File: src/rtl/clk_div_pkg.sv
// Shared constants and divisor helpers for the multi-channel clock divider.
// CLK_DIV_ODD_DUTY_EN selects the 50%-duty odd-divisor high length in half_len().
package clk_div_pkg;

    localparam int NCH_DEF     = 4;
    localparam int DIV_W_DEF   = 8;
    localparam int DIV_MAX_DEF = 255;
    localparam int DIV_RST_DEF = 2;
    localparam int DIV_ILLEGAL = 2;

    // Number of posedge-registered high cycles in a period of n.
    function automatic int unsigned half_len(input int unsigned n);
`ifdef CLK_DIV_ODD_DUTY_EN
        if (n[0] && n > 1)
            return (n - 1) / 2;
        else
            return (n + 1) / 2;
`else
        return (n + 1) / 2;
`endif
    endfunction

    function automatic logic legal_div(input int unsigned n, input int unsigned max_div);
        return (n != 0) && (n <= max_div);
    endfunction

endpackage

File: src/rtl/clk_div_multi_if.sv
// Per-channel enable, divisor-write handshake and divided-clock outputs.
// Master drives enables and writes; slave (the divider) returns clocks, ticks and status.
interface clk_div_multi_if import clk_div_pkg::*; #(
    parameter int NCH   = NCH_DEF,
    parameter int DIV_W = DIV_W_DEF
);
    localparam int CH_W = (NCH > 1) ? $clog2(NCH) : 1;

    logic [NCH-1:0]   en;
    logic             cfg_valid;
    logic [CH_W-1:0]  cfg_ch;
    logic [DIV_W-1:0] cfg_div;
    logic             cfg_ready;
    logic [NCH-1:0]   clko;
    logic [NCH-1:0]   tick;
    logic [NCH-1:0]   err;

    modport master (
        output en, cfg_valid, cfg_ch, cfg_div,
        input  cfg_ready, clko, tick, err
    );

    modport slave (
        input  en, cfg_valid, cfg_ch, cfg_div,
        output cfg_ready, clko, tick, err
    );

endinterface

File: src/rtl/clk_div_chan.sv
// One divider channel: counter, queued divisor, output register and bypass mux; clko/tick lag
// the wrapping posedge by clk-to-q, a queued divisor blocks further writes until it applies (CLK_DIV_ODD_DUTY_EN adds a negedge stage).
module clk_div_chan import clk_div_pkg::*; #(
    parameter int DIV_W   = DIV_W_DEF,
    parameter int DIV_MAX = DIV_MAX_DEF,
    parameter int DIV_RST = DIV_RST_DEF
) (
    input  logic             clki,
    input  logic             rst,
    input  logic             en_i,
    input  logic             wr_i,
    input  logic [DIV_W-1:0] wr_div_i,
    output logic             pend_v_o,
    output logic             clko_o,
    output logic             tick_o,
    output logic             err_o
);

    localparam logic [DIV_W-1:0] ONE = DIV_W'(1);

    logic [DIV_W-1:0] cur_div_q, cur_div_d;
    logic [DIV_W-1:0] pend_div_q, pend_div_d;
    logic [DIV_W-1:0] cnt_q, cnt_d;
    logic             pend_v_q, pend_v_d;
    logic             pos_q, pos_d;
    logic             tick_q, tick_d;
    logic             err_q, err_d;
    logic             byp_q, byp_d;
    logic             at_end;
    logic             wr_legal;
    logic             per_clk;

    always_comb begin
        cur_div_d  = cur_div_q;
        pend_div_d = pend_div_q;
        pend_v_d   = pend_v_q;
        cnt_d      = cnt_q + ONE;
        err_d      = err_q;
        at_end     = (cnt_q == cur_div_q - ONE);
        tick_d     = en_i && at_end;
        wr_legal   = legal_div(32'(wr_div_i), $unsigned(DIV_MAX));

        // A disabled channel parks at the last count, so queued divisors land immediately.
        if (at_end) begin
            if (pend_v_q) begin
                cur_div_d = pend_div_q;
                pend_v_d  = 1'b0;
            end
            cnt_d = en_i ? '0 : cur_div_d - ONE;
        end

        if (wr_i) begin
            pend_v_d   = 1'b1;
            pend_div_d = wr_legal ? wr_div_i : DIV_W'(DIV_ILLEGAL);
            err_d      = err_q | ~wr_legal;
        end

        byp_d = tick_d && (cur_div_d == ONE);
        pos_d = (cur_div_d != ONE) && (32'(cnt_d) < half_len(32'(cur_div_d)));
    end

    always_ff @(posedge clki or negedge rst) begin
        if (!rst) begin
            cur_div_q  <= DIV_W'(DIV_RST);
            pend_div_q <= DIV_W'(DIV_RST);
            cnt_q      <= DIV_W'(DIV_RST - 1);
            pend_v_q   <= 1'b0;
            pos_q      <= 1'b0;
            tick_q     <= 1'b0;
            err_q      <= 1'b0;
            byp_q      <= 1'b0;
        end else begin
            cur_div_q  <= cur_div_d;
            pend_div_q <= pend_div_d;
            cnt_q      <= cnt_d;
            pend_v_q   <= pend_v_d;
            pos_q      <= pos_d;
            tick_q     <= tick_d;
            err_q      <= err_d;
            byp_q      <= byp_d;
        end
    end

`ifdef CLK_DIV_ODD_DUTY_EN
    logic neg_q;

    // Stretches odd periods by half a cycle; even periods never see it.
    always_ff @(negedge clki or negedge rst) begin
        if (!rst)
            neg_q <= 1'b0;
        else
            neg_q <= pos_q & cur_div_q[0];
    end

    assign per_clk = pos_q | neg_q;
`else
    assign per_clk = pos_q;
`endif

    assign clko_o   = byp_q ? clki : per_clk;
    assign tick_o   = tick_q;
    assign err_o    = err_q;
    assign pend_v_o = pend_v_q;

endmodule

File: src/rtl/clk_div_multi.sv
// NCH independent clki dividers with a shared divisor-write port; outputs lag the wrap edge by clk-to-q,
// cfg_ready drops for a channel while its divisor is queued (CLK_DIV_ODD_DUTY_EN: 50% odd duty).
module clk_div_multi import clk_div_pkg::*; #(
    parameter int NCH     = NCH_DEF,
    parameter int DIV_W   = DIV_W_DEF,
    parameter int DIV_MAX = DIV_MAX_DEF,
    parameter int DIV_RST = DIV_RST_DEF
) (
    input  logic           clki,
    input  logic           rst,
    clk_div_multi_if.slave bus
);

    logic [NCH-1:0] pend_v;
    logic [NCH-1:0] wr_sel;
    logic [NCH-1:0] clko;
    logic [NCH-1:0] tick;
    logic [NCH-1:0] err;
    logic           ch_ok;

    // Writes to a nonexistent channel are swallowed with ready held high.
    always_comb begin
        ch_ok         = int'(bus.cfg_ch) < NCH;
        bus.cfg_ready = 1'b1;
        wr_sel        = '0;
        if (ch_ok) begin
            bus.cfg_ready      = ~pend_v[bus.cfg_ch];
            wr_sel[bus.cfg_ch] = bus.cfg_valid & ~pend_v[bus.cfg_ch];
        end
    end

    for (genvar g = 0; g < NCH; g++) begin : g_chan
        clk_div_chan #(
            .DIV_W   (DIV_W),
            .DIV_MAX (DIV_MAX),
            .DIV_RST (DIV_RST)
        ) u_chan (
            .clki     (clki),
            .rst      (rst),
            .en_i     (bus.en[g]),
            .wr_i     (wr_sel[g]),
            .wr_div_i (bus.cfg_div),
            .pend_v_o (pend_v[g]),
            .clko_o   (clko[g]),
            .tick_o   (tick[g]),
            .err_o    (err[g])
        );
    end

    assign bus.clko = clko;
    assign bus.tick = tick;
    assign bus.err  = err;

endmodule
File: src/flat_wrapper.sv
// flat-port wrapper written by rule: the top's interface ports become plain ports
module clk_div_multi_flat import clk_div_pkg::*;
#(
    parameter int NCH     = NCH_DEF,
    parameter int DIV_W   = DIV_W_DEF,
    parameter int DIV_MAX = DIV_MAX_DEF,
    parameter int DIV_RST = DIV_RST_DEF
)
  (clki, rst, bus_en, bus_cfg_valid, bus_cfg_ch, bus_cfg_div, bus_cfg_ready, bus_clko, bus_tick, bus_err);
  clk_div_multi_if #(.NCH(NCH), .DIV_W(DIV_W)) bus_i ();
  input  logic clki;
  input  logic rst;
  input wire logic [$bits(bus_i.en)-1:0] bus_en;
  input wire logic [$bits(bus_i.cfg_valid)-1:0] bus_cfg_valid;
  input wire logic [$bits(bus_i.cfg_ch)-1:0] bus_cfg_ch;
  input wire logic [$bits(bus_i.cfg_div)-1:0] bus_cfg_div;
  output wire logic [$bits(bus_i.cfg_ready)-1:0] bus_cfg_ready;
  output wire logic [$bits(bus_i.clko)-1:0] bus_clko;
  output wire logic [$bits(bus_i.tick)-1:0] bus_tick;
  output wire logic [$bits(bus_i.err)-1:0] bus_err;
  assign bus_i.en = bus_en;
  assign bus_i.cfg_valid = bus_cfg_valid;
  assign bus_i.cfg_ch = bus_cfg_ch;
  assign bus_i.cfg_div = bus_cfg_div;
  assign bus_cfg_ready = bus_i.cfg_ready;
  assign bus_clko = bus_i.clko;
  assign bus_tick = bus_i.tick;
  assign bus_err = bus_i.err;
  clk_div_multi #(.NCH(NCH), .DIV_W(DIV_W), .DIV_MAX(DIV_MAX), .DIV_RST(DIV_RST)) u_core (.clki(clki), .rst(rst), .bus(bus_i));
endmodule
File: config.mk
export PLATFORM = sky130hd
export DESIGN_NAME = clk_div_multi_flat
export DESIGN_NICKNAME = d
export VERILOG_FILES = /design/src/rtl/clk_div_pkg.sv /design/src/rtl/clk_div_multi_if.sv /design/src/rtl/clk_div_chan.sv /design/src/rtl/clk_div_multi.sv /design/src/flat_wrapper.sv
export SDC_FILE = /design/constraint.sdc
export NUM_CORES = 1
export LEC_CHECK = 0
export CAP_MARGIN = 20
export CORE_MARGIN = 4
export CORE_UTILIZATION = 48
export DETAILED_ROUTE_END_ITERATION = 6
export GPL_ROUTABILITY_DRIVEN = 0
export GPL_TIMING_DRIVEN = 0
export PLACE_DENSITY = 0.7
export SETUP_SLACK_MARGIN = 0.02
export SLEW_MARGIN = 20
export SYNTH_ARGS = -nofsm -noshare
export SYNTH_HDL_FRONTEND = slang
export SYNTH_SLANG_ARGS = --single-unit
File: constraint.sdc
create_clock -name clki -period 6.7 [get_ports clki]
set_clock_uncertainty 0.2 [all_clocks]
set_input_delay 2.01 -clock clki [delete_from_list [all_inputs] [get_ports clki]]
set_output_delay 2.01 -clock clki [all_outputs]
set_load 0.05 [all_outputs]
# After elaboration in Yosys (flattened, before gate mapping)
# Index checks and enable logic that the tools add are counted.
# totals
inputBits	17
latchBits	0
reg_bits	116
output_inout_bits	13
romBits	0
ram_bits	0
elab_cells	129
n_memories	0
# classes
eq_ne	12
multipliers	0
n_mux	37
order_cmp	6
n_div	0
add_sub_neg	16
bitwise_logic	8
reduce_logical	18
n_shift	0
# op_table
op	count
two-way mux 8 bit	21
subtractor 8 x 1 -> 8 bit (second input constant)	8
adder 8 x 1 -> 9 bit (second input constant)	4
adder 8 x 1 -> 8 bit (second input constant)	4
equality test 8 x 1 -> 1 bit (second input constant)	4
equality test 8 bit	4
less-than comparator 8 bit	4
!= test 8 x 1 -> 1 bit (second input constant)	4
two-way mux 1 bit	14
logical AND 1 bit	13
nonzero test 2 bit	4
nonzero test 8 bit	1
bitwise AND 4 bit	1
bitwise OR 1 bit	4
less-than comparator 2 x 3 -> 1 bit (second input constant)	1
binary-select mux 1 bit (select 2 bit)	1
demux 1 bit (select 2 bit)	1
>= comparator 2 x 1 -> 1 bit (second input constant)	1
inverter 1 bit	2
bitwise AND 1 bit	1

# Depth between registers and ports, before layout
# Gate-level depths: netlist (run 1).
# logic_depth
word_depth	8
mapped_depth	23
mapped_depth_nobuf	20

# Cells and area by module
# From an unflattened synthesis (run 1), not the netlist that was laid out.
# unflattened
cells_unflattened	962
hier_area_um2	8902.3
# modules_own_cells
module	area_per_inst_um2	seq_area_each_um2	instances	cells_each
clk_div_chan (u_core.g_chan[0].u_chan ...)	2210.9	729.4	3	239
clk_div_chan (u_core.g_chan[1].u_chan)	2205.9	729.4	1	238
clk_div_multi	63.8	0.0	1	7

==> flow_summary.json, run 1 <==
{
  "rr_startpoint": "u_core.g_chan[2].u_chan.cur_div_q[1]",
  "antenna_found_initial": 1,
  "die_h_um": 144,
  "multiInputGateArea_um2": 5490,
  "max_slew_margin_pct": 48.2,
  "synth_top_family_by_area": "simple AND/OR/NAND/NOR gates",
  "wl_per_cell_um": 17.4,
  "syn_inst": 997,
  "start_util_pct": 49.1,
  "yosysTopAreaCell": "dfrtp_1",
  "synth_area_leaders": "dfrtp_1, xnor2_1, ha_1",
  "syn_avg_cell_area_um2": 8.91,
  "cts.repair.resized": 4,
  "synth_xor_area_share_pct": 11.6,
  "ys_async_sr_fraction_pct": 100,
  "cts_setup_buffers": 0,
  "syn_to_final_growth_pct": 15.0,
  "ir_worst_vdd_v": 0.000269,
  "grt_max_degree": 62,
  "finish.instance_area_um2": 10200,
  "placed_area_um2": 9460,
  "final_cell_mix": "dfrtp_1, nand2_1, nor2_1",
  "rsz0062_at_grt": "false",
  "hpwlAfterDp_mm": 16.0,
  "ys_seq_elements": 116,
  "status": "completed",
  "synthFlopType": "dfrtp_1",
  "path_clk_slew_ns": 0.05,
  "drive_gt1_share_pct": 14.0,
  "portBuffers": 26,
  "setup_violations": 0,
  "hp-start": "u_core.g_chan[2].u_chan.err_o",
  "start_kind": "clock port",
  "fill_cells": 1581,
  "synth_compound_area_share_pct": 13.5,
  "finalWirelength_mm": 22.5,
  "yosys_warnings": 0,
  "leakage_nw": 4.42,
  "cts_hold_buf": 0,
  "dp_slack_ns": 0.0963,
  "p_per_area_nw_per_um2": 549,
  "synth_top_area_share_pct": 29.3,
  "max_cap_violations": 0,
  "regArea_um2": 2920,
  "drt_iter0_markers": 593,
  "vias": 7548,
  "tritoncts": "yes",
  "finalHoldViolations": 0,
  "tns_ns": 0,
  "core_um2": 18100,
  "hp-class": "register to register",
  "cp_max_fo": 2,
  "arrival_ns": 4.42,
  "grtUsageTotal_pct": 22.8,
  "critPathKind": "clock port to primary output",
  "layout_commonest_cell": "dfrtp_1",
  "synthMuxAreaShare_pct": 10.5,
  "nNetsFinal": 1112,
  "critPathLaunch": "clki",
  "grt_remaining_overflow": 0,
  "worstPathRequired_ns": 4.49,
  "drc_errors": 0,
  "fp-row-count": 49,
  "pin_count": 30,
  "grt_pass1_vias": 7401,
  "critPathCaptureType": "primary output",
  "final_cells": 1290,
  "first_pass_iters": 5,
  "synth_edf_count": 0,
  "clock_latency_ns": 0.54,
  "grt_pass1_wl_mm": 37.4,
  "fin_ws_ns": 0.0691,
  "syn_nets": 1062,
  "yosys.area_share.simple_pct": 19.3,
  "synthesis.area_um2": 8880,
  "die_area_um2": 20800,
  "dp_cells": 1253,
  "via_per_inst": 5.85,
  "fin_hold_ws_ns": 0.270,
  "seq_area_frac_synth_pct": 32.8,
  "drtAntennaViolNets": 0,
  "drv_slew": 0,
  "yosys.area_share.adder_pct": 6.76,
  "tightest_slew_ns": 0.755,
  "yosysUniqueCellTypes": 72,
  "die_x_um": 144
}
==> registers in the layout (all words and copies together) (netlist names) <==
signal                           count
u_core.g_chan.u_chan.cnt_q          32
u_core.g_chan.u_chan.tick_o          4
u_core.g_chan.u_chan.cur_div_q      32
u_core.g_chan.u_chan.byp_q           4
u_core.g_chan.u_chan.err_o           4
u_core.g_chan.u_chan.per_clk         4
u_core.g_chan.u_chan.pend_v_o        4
u_core.g_chan.u_chan.pend_div_q     32
==> stage by stage <==
step	util, %	power (mW)
after floorplan	-	3.70
after global placement	52.1	4.31
after detailed placement	52.3	4.40
after CTS	56.5	5.60
after global routing	56.5	6.06
final	56.5	5.61
==> worst max-delay path, cell delays in order <==
cell	delay, ns
clkbuf_16	0.13
clkbuf_16	0.14
mux2_2	0.26
buf_4	0.12
dlygate4sd2_1	0.41
==> final cells by class <==
type                       instances  area share [%]
timing repair buffer              23            2.44
clock inverter                     9            1.70
clock buffer                      31            6.10
sequential                       116            28.6
multi-input combinational        777            53.7
antenna                            1          0.0245
inverter                          30            1.10
buffer                            74            3.57
tap                              229            2.80
==> cells in the mapped netlist, drive strengths merged (14+ instances only) <==
cell type / instances
xnor2: 69
xor2: 49
mux2i: 37
nand3: 45
buf: 31
o21ai: 54
mux2: 50
ha: 48
a21o: 14
dfrtp: 104
nor2: 75
nor3: 27
nand2: 93
inv: 30
clkbuf: 43
a21oi: 49
==> path summary, 6_finish.rpt <==
kind,to,slack (ns),cells after the start
worst min-delay path,u_core.g_chan[2].u_chan.err_o,0.27,1
worst max-delay path,bus_clko[3],0.07,5
min in group asynchronous,u_core.g_chan[2].u_chan.cnt_q[5],1.21,1
worst max register to register,u_core.g_chan[2].u_chan.per_clk,1.01,18
max in group asynchronous,u_core.g_chan[2].u_chan.cur_div_q[1],4.36,2
worst min register to register,u_core.g_chan[2].u_chan.err_o,0.27,1
==> per-layer routing <==
| metal | track usage, % | wire length [µm] | up-vias |
|---|---|---|---|
| met1 | 30.6 | 10100 | 3638 |
| met2 | 36.1 | 10700 | 253 |
| met5 | 0 | 0 | - |
| met4 | 10.5 | 612 | 0 |
| met3 | 3.67 | 1080 | 50 |
| li1 | - | - | 3607 |
==> power by group <==
group / switching, mW / leakage, nW / internal, mW
combinational: 1.75 / 2.54 / 1.34
clock: 0.416 / 0.438 / 0.834
sequential: 0.269 / 1.44 / 1.00
==> logic make-up (layout without fill, tap and decap cells) <==
kind of cell / after synthesis / after routing
AND/OR/NAND/NOR: 341 / 341
AO/OA/AOI/OAI: 183 / 183
XOR/XNOR: 118 / 118
flip-flops: 116 / 116
buffers and inverters: 104 / 167
multiplexers: 87 / 87
adder cells (fa/ha/maj): 48 / 48
other: 0 / 1
(Power assumes the default switching activity.)
==> inputs of run 2 (changes only) <==
--- a/config.mk
+++ b/config.mk
@@ -11,7 +11,6 @@
 export DETAILED_ROUTE_END_ITERATION = 6
 export GPL_ROUTABILITY_DRIVEN = 0
 export GPL_TIMING_DRIVEN = 0
-export PLACE_DENSITY = 0.7
 export SETUP_SLACK_MARGIN = 0.02
 export SLEW_MARGIN = 20
 export SYNTH_ARGS = -nofsm -noshare
==> run 2 against run 1 <==
Effect of this change:
- worst hold slack lost 0.0061 ns
- first-iteration DRC count shrank 1.5%
- utilization shrank 0.57 points
- sequential share of layout area grew 0.29 points
- largest cell class unchanged
- critical path type unchanged
==> flow_summary.json, run 2 (same netlist as run 1, synthesis figures left out) <==
{
  "switchingPower_mw": 2.40,
  "fin_util_pct": 55.9,
  "max_cap_violations": 0,
  "syn_to_final_growth_pct": 13.9,
  "tightest_slew_ns": 0.735,
  "fill_cells": 1649,
  "final_cell_mix": "dfrtp_1, nand2_1, nor2_1",
  "hp-class": "register to register",
  "fin_hold_ws_ns": 0.264,
  "finalWirelength_mm": 22.6,
  "die_area_um2": 20800,
  "die_h_um": 144,
  "critPathKind": "clock port to primary output",
  "layout_commonest_cell": "dfrtp_1",
  "grt_max_degree": 60,
  "core_um2": 18100,
  "drt_iter0_markers": 584,
  "max_slew_margin_pct": 49.6,
  "tritoncts": "yes",
  "status": "completed",
  "cts_setup_buffers": 0,
  "setup_violations": 0,
  "wl_per_cell_um": 17.5,
  "cp_max_fo": 2,
  "grt_remaining_overflow": 0,
  "clockPowerShare_pct": 20.0,
  "reg_top3": "u_core.g_chan.u_chan.cnt_q (32), u_core.g_chan.u_chan.cur_div_q (32), u_core.g_chan.u_chan.pend_div_q (32)",
  "pin_count": 30,
  "nNetsFinal": 1112,
  "grt_pass1_vias": 7145,
  "first_pass_iters": 7,
  "antenna_found_initial": 0,
  "path_clk_slew_ns": 0.05,
  "drive_gt1_share_pct": 13.6,
  "p_comb_share_pct": 56.6,
  "rrSetupSlack_ns": 0.97,
  "via_per_inst": 5.73,
  "start_util_pct": 49.1,
  "rsz0062_at_grt": "false",
  "worstPathRequired_ns": 4.49,
  "tns_ns": 0,
  "finalHoldViolations": 0,
  "grtUsageTotal_pct": 23.0,
  "p_per_area_nw_per_um2": 537,
  "drc_errors": 0,
  "multiInputGateArea_um2": 5490,
  "total_power_mw": 5.43,
  "finish.instance_area_um2": 10100,
  "critPathCaptureType": "primary output",
  "clock_latency_ns": 0.52,
  "switching_share_pct": 44.2,
  "grt_pass1_wl_mm": 37.5,
  "portBuffers": 26,
  "antenna_cells": 0,
  "die_x_um": 144,
  "drv_slew": 0,
  "arrival_ns": 4.42,
  "leakage_nw": 4.37,
  "placed_area_um2": 9460,
  "pwr-share-seq_pct": 23.4,
  "drtAntennaViolNets": 0,
  "start_kind": "clock port",
  "cts.repair.resized": 4,
  "hpwlAfterDp_mm": 16.3,
  "fp-row-count": 49,
  "regArea_um2": 2920,
  "p_int_mw": 3.03,
  "ir_worst_vdd_v": 0.000272,
  "cts_hold_buf": 0,
  "vias": 7374
}
-- run 2: power by group through the flow --
stage,sequential (mW),clock (mW),combinational [mW]
2_1_floorplan,1.19,0.0690,2.44
3_3_place_gp,1.27,0.0882,3.00
3_5_place_dp,1.28,0.0882,3.04
4_1_cts,1.27,1.11,3.07
5_1_grt,1.31,1.15,3.45
6_report,1.27,1.09,3.07
-- run 2: final cells by class --
class | count | area share, %
multi-input combinational | 777 | 54.3
inverter | 30 | 1.11
clock inverter | 4 | 0.470
buffer | 74 | 3.61
tap | 229 | 2.83
clock buffer | 35 | 6.41
sequential | 116 | 28.8
timing repair buffer | 23 | 2.46
-- run 2: per-layer routing --
| metal | GRT usage (%) | part of all wire, % | vias to the layer above |
|---|---|---|---|
| met2 | 35.1 | 46 | 155 |
| met5 | 0 | 0 | - |
| li1 | - | - | 3599 |
| met4 | 8.52 | 1.9 | 0 |
| met3 | 4.60 | 4.1 | 35 |
| met1 | 32.4 | 48 | 3585 |
-- run 2: worst max-delay path, cell delays in order --
cell	delay (ns)
clkbuf_16	0.13
clkbuf_16	0.14
mux2_2	0.26
buf_4	0.13
dlygate4sd2_1	0.41
-- run 2: stage by stage --
step / cells / setup slack (ns)
after floorplan: 997 / 0.714
after global placement: 1252 / -1.21
after detailed placement: 1253 / 0.0963
after CTS: 1288 / 0.0538
after global routing: 1288 / 0.0418
final: 1288 / 0.0687
-- run 2: worst paths after layout --
path / to / cells past startpoint / startpoint
setup / recovery: bus_clko[1] / 5 / clki
hold / removal: u_core.g_chan[0].u_chan.err_o / 1 / u_core.g_chan[0].u_chan.err_o
setup reg to reg: u_core.g_chan[2].u_chan.per_clk / 18 / u_core.g_chan[2].u_chan.cur_div_q[1]
hold reg to reg: u_core.g_chan[0].u_chan.err_o / 1 / u_core.g_chan[0].u_chan.err_o
max in group asynchronous: u_core.g_chan[2].u_chan.cur_div_q[1] / 2 / rst
min in group asynchronous: u_core.g_chan[2].u_chan.cnt_q[6] / 1 / rst
==> inputs of run 3 (changes only) <==
--- a/config.mk
+++ b/config.mk
@@ -7,7 +7,7 @@
 export LEC_CHECK = 0
 export CAP_MARGIN = 20
 export CORE_MARGIN = 4
-export CORE_UTILIZATION = 48
+export CORE_UTILIZATION = 46
 export DETAILED_ROUTE_END_ITERATION = 6
 export GPL_ROUTABILITY_DRIVEN = 0
 export GPL_TIMING_DRIVEN = 0
==> run 3 against run 2 <==
Effect of this change:
- combinational power hardly changed
- first-iteration DRC count is 12% higher
- power is 2.3% higher
- highest routed layer unchanged
- flip-flop and latch count stayed put
- via count is 0.99% lower
- sequential share of layout area is 0.32 points lower
- critical path type unchanged
- cell area is 1.1% higher
- largest cell class unchanged
==> flow_summary.json, run 3 (same netlist as run 1, synthesis figures left out) <==
{
  "cts.repair.resized": 4,
  "drv_slew": 0,
  "crit_top_cell": "clkbuf_16",
  "portBuffers": 26,
  "hp-start": "u_core.g_chan[3].u_chan.pend_div_q[1]",
  "antenna_found_initial": 1,
  "worstPathRequired_ns": 4.49,
  "grt_pass1_vias": 7190,
  "p_per_area_nw_per_um2": 543,
  "clock_latency_ns": 0.54,
  "grt_remaining_overflow": 0,
  "final_cell_mix": "dfrtp_1, nand2_1, nor2_1",
  "start_util_pct": 47.2,
  "tritoncts": "yes",
  "grtUsageTotal_pct": 21.4,
  "setup_violations": 0,
  "cp_max_fo": 2,
  "critPathLaunch": "clki",
  "critPathKind": "clock port to primary output",
  "dp_cells": 1284,
  "finalWirelength_mm": 22.6,
  "rrSetupSlack_ns": 1.09,
  "final_cells": 1321,
  "rsz0062_at_grt": "false",
  "reg_top3": "u_core.g_chan.u_chan.cnt_q (32), u_core.g_chan.u_chan.cur_div_q (32), u_core.g_chan.u_chan.pend_div_q (32)",
  "grt_pass1_wl_mm": 37.3,
  "reg2reg_to": "u_core.g_chan[2].u_chan.per_clk",
  "nNetsFinal": 1112,
  "syn_to_final_growth_pct": 15.1,
  "leakage_nw": 4.40,
  "total_power_mw": 5.55,
  "die_h_um": 147,
  "ir_worst_vdd_v": 0.000209,
  "tightest_slew_ns": 0.748,
  "tns_ns": 0,
  "first_pass_iters": 6,
  "layout_commonest_cell": "dfrtp_1",
  "cts_hold_buf": 0,
  "drt_iter0_markers": 653,
  "hp-class": "register to register",
  "vias": 7301,
  "cts_setup_buffers": 0,
  "hpwlAfterDp_mm": 16.4,
  "drtAntennaViolNets": 0,
  "max_slew_margin_pct": 48.7,
  "fin_ws_ns": 0.0712,
  "fp-row-count": 50,
  "rr_startpoint": "u_core.g_chan[2].u_chan.cur_div_q[1]",
  "path_clk_slew_ns": 0.05,
  "start_kind": "clock port",
  "wl_per_cell_um": 17.1,
  "cpMaxStageDelayCell": "dlygate4sd2_1",
  "dp_slack_ns": 0.0963,
  "reg2reg_depth": 19,
  "fill_cells": 1752,
  "die_x_um": 147,
  "grt_max_degree": 79,
  "via_per_inst": 5.53,
  "status": "completed",
  "pin_count": 30,
  "arrival_ns": 4.42,
  "critPathCaptureType": "primary output",
  "path_cells": "clkbuf_16, clkbuf_16, mux2_2, buf_4, dlygate4sd2_1",
  "core_um2": 18800,
  "finalHoldViolations": 0,
  "drc_errors": 0,
  "max_cap_violations": 0,
  "cp-endpoint": "bus_clko[3]",
  "die_area_um2": 21600,
  "max_stage_delay_ns": 0.42,
  "drive_gt1_share_pct": 14.2
}
==> run 3: worst min-delay path by stage <==
stage	end	slack, ns	cells past startpoint
after floorplan	u_core.g_chan[0].u_chan.err_o	0.23	1
after global placement	u_core.g_chan[0].u_chan.err_o	0.25	1
after detailed placement	u_core.g_chan[0].u_chan.err_o	0.26	1
after CTS	u_core.g_chan[0].u_chan.err_o	0.28	1
after global routing	u_core.g_chan[0].u_chan.err_o	0.30	1
final	u_core.g_chan[3].u_chan.pend_div_q[1]	0.29	2
==> run 3: metal layers <==
layer | GRT usage (%) | wire length (µm)
met5 | 0 | 0
met4 | 8.57 | 548
met3 | 4.50 | 965
met2 | 33.2 | 10300
met1 | 29.4 | 10800
==> run 3: area by class of cell <==
cell class | count | area [µm²] | area share [%]
Multi-Input combinational cell | 777 | 5490 | 53.7
Sequential cell | 116 | 2920 | 28.5
Clock buffer | 27 | 588 | 5.75
Buffer | 74 | 365 | 3.57
Tap cell | 260 | 325 | 3.18
Timing Repair Buffer | 23 | 249 | 2.43
Clock inverter | 13 | 180 | 1.76
Inverter | 30 | 113 | 1.10
Antenna cell | 1 | 2.50 | 0.0245
==> run 3: power breakdown <==
group          switching (mW)  total, mW  internal (mW)
logic                    1.75       3.08           1.33
clock network           0.424       1.20          0.774
registers               0.266       1.27           1.00
==> run 3: stage by stage <==
step	util, %	instance area, µm²	hold slack, ns
after global placement	50.3	9470	0.252
final	54.3	10200	0.285
after CTS	54.3	10200	0.280
after detailed placement	50.4	9500	0.257
after floorplan	-	8880	0.229
after global routing	54.3	10200	0.298
==> run 3: worst max-delay path: cells and delay by family <==
kind                   cells  cell delay [ns]
muxes                      1             0.25
buffers and inverters      4             0.81
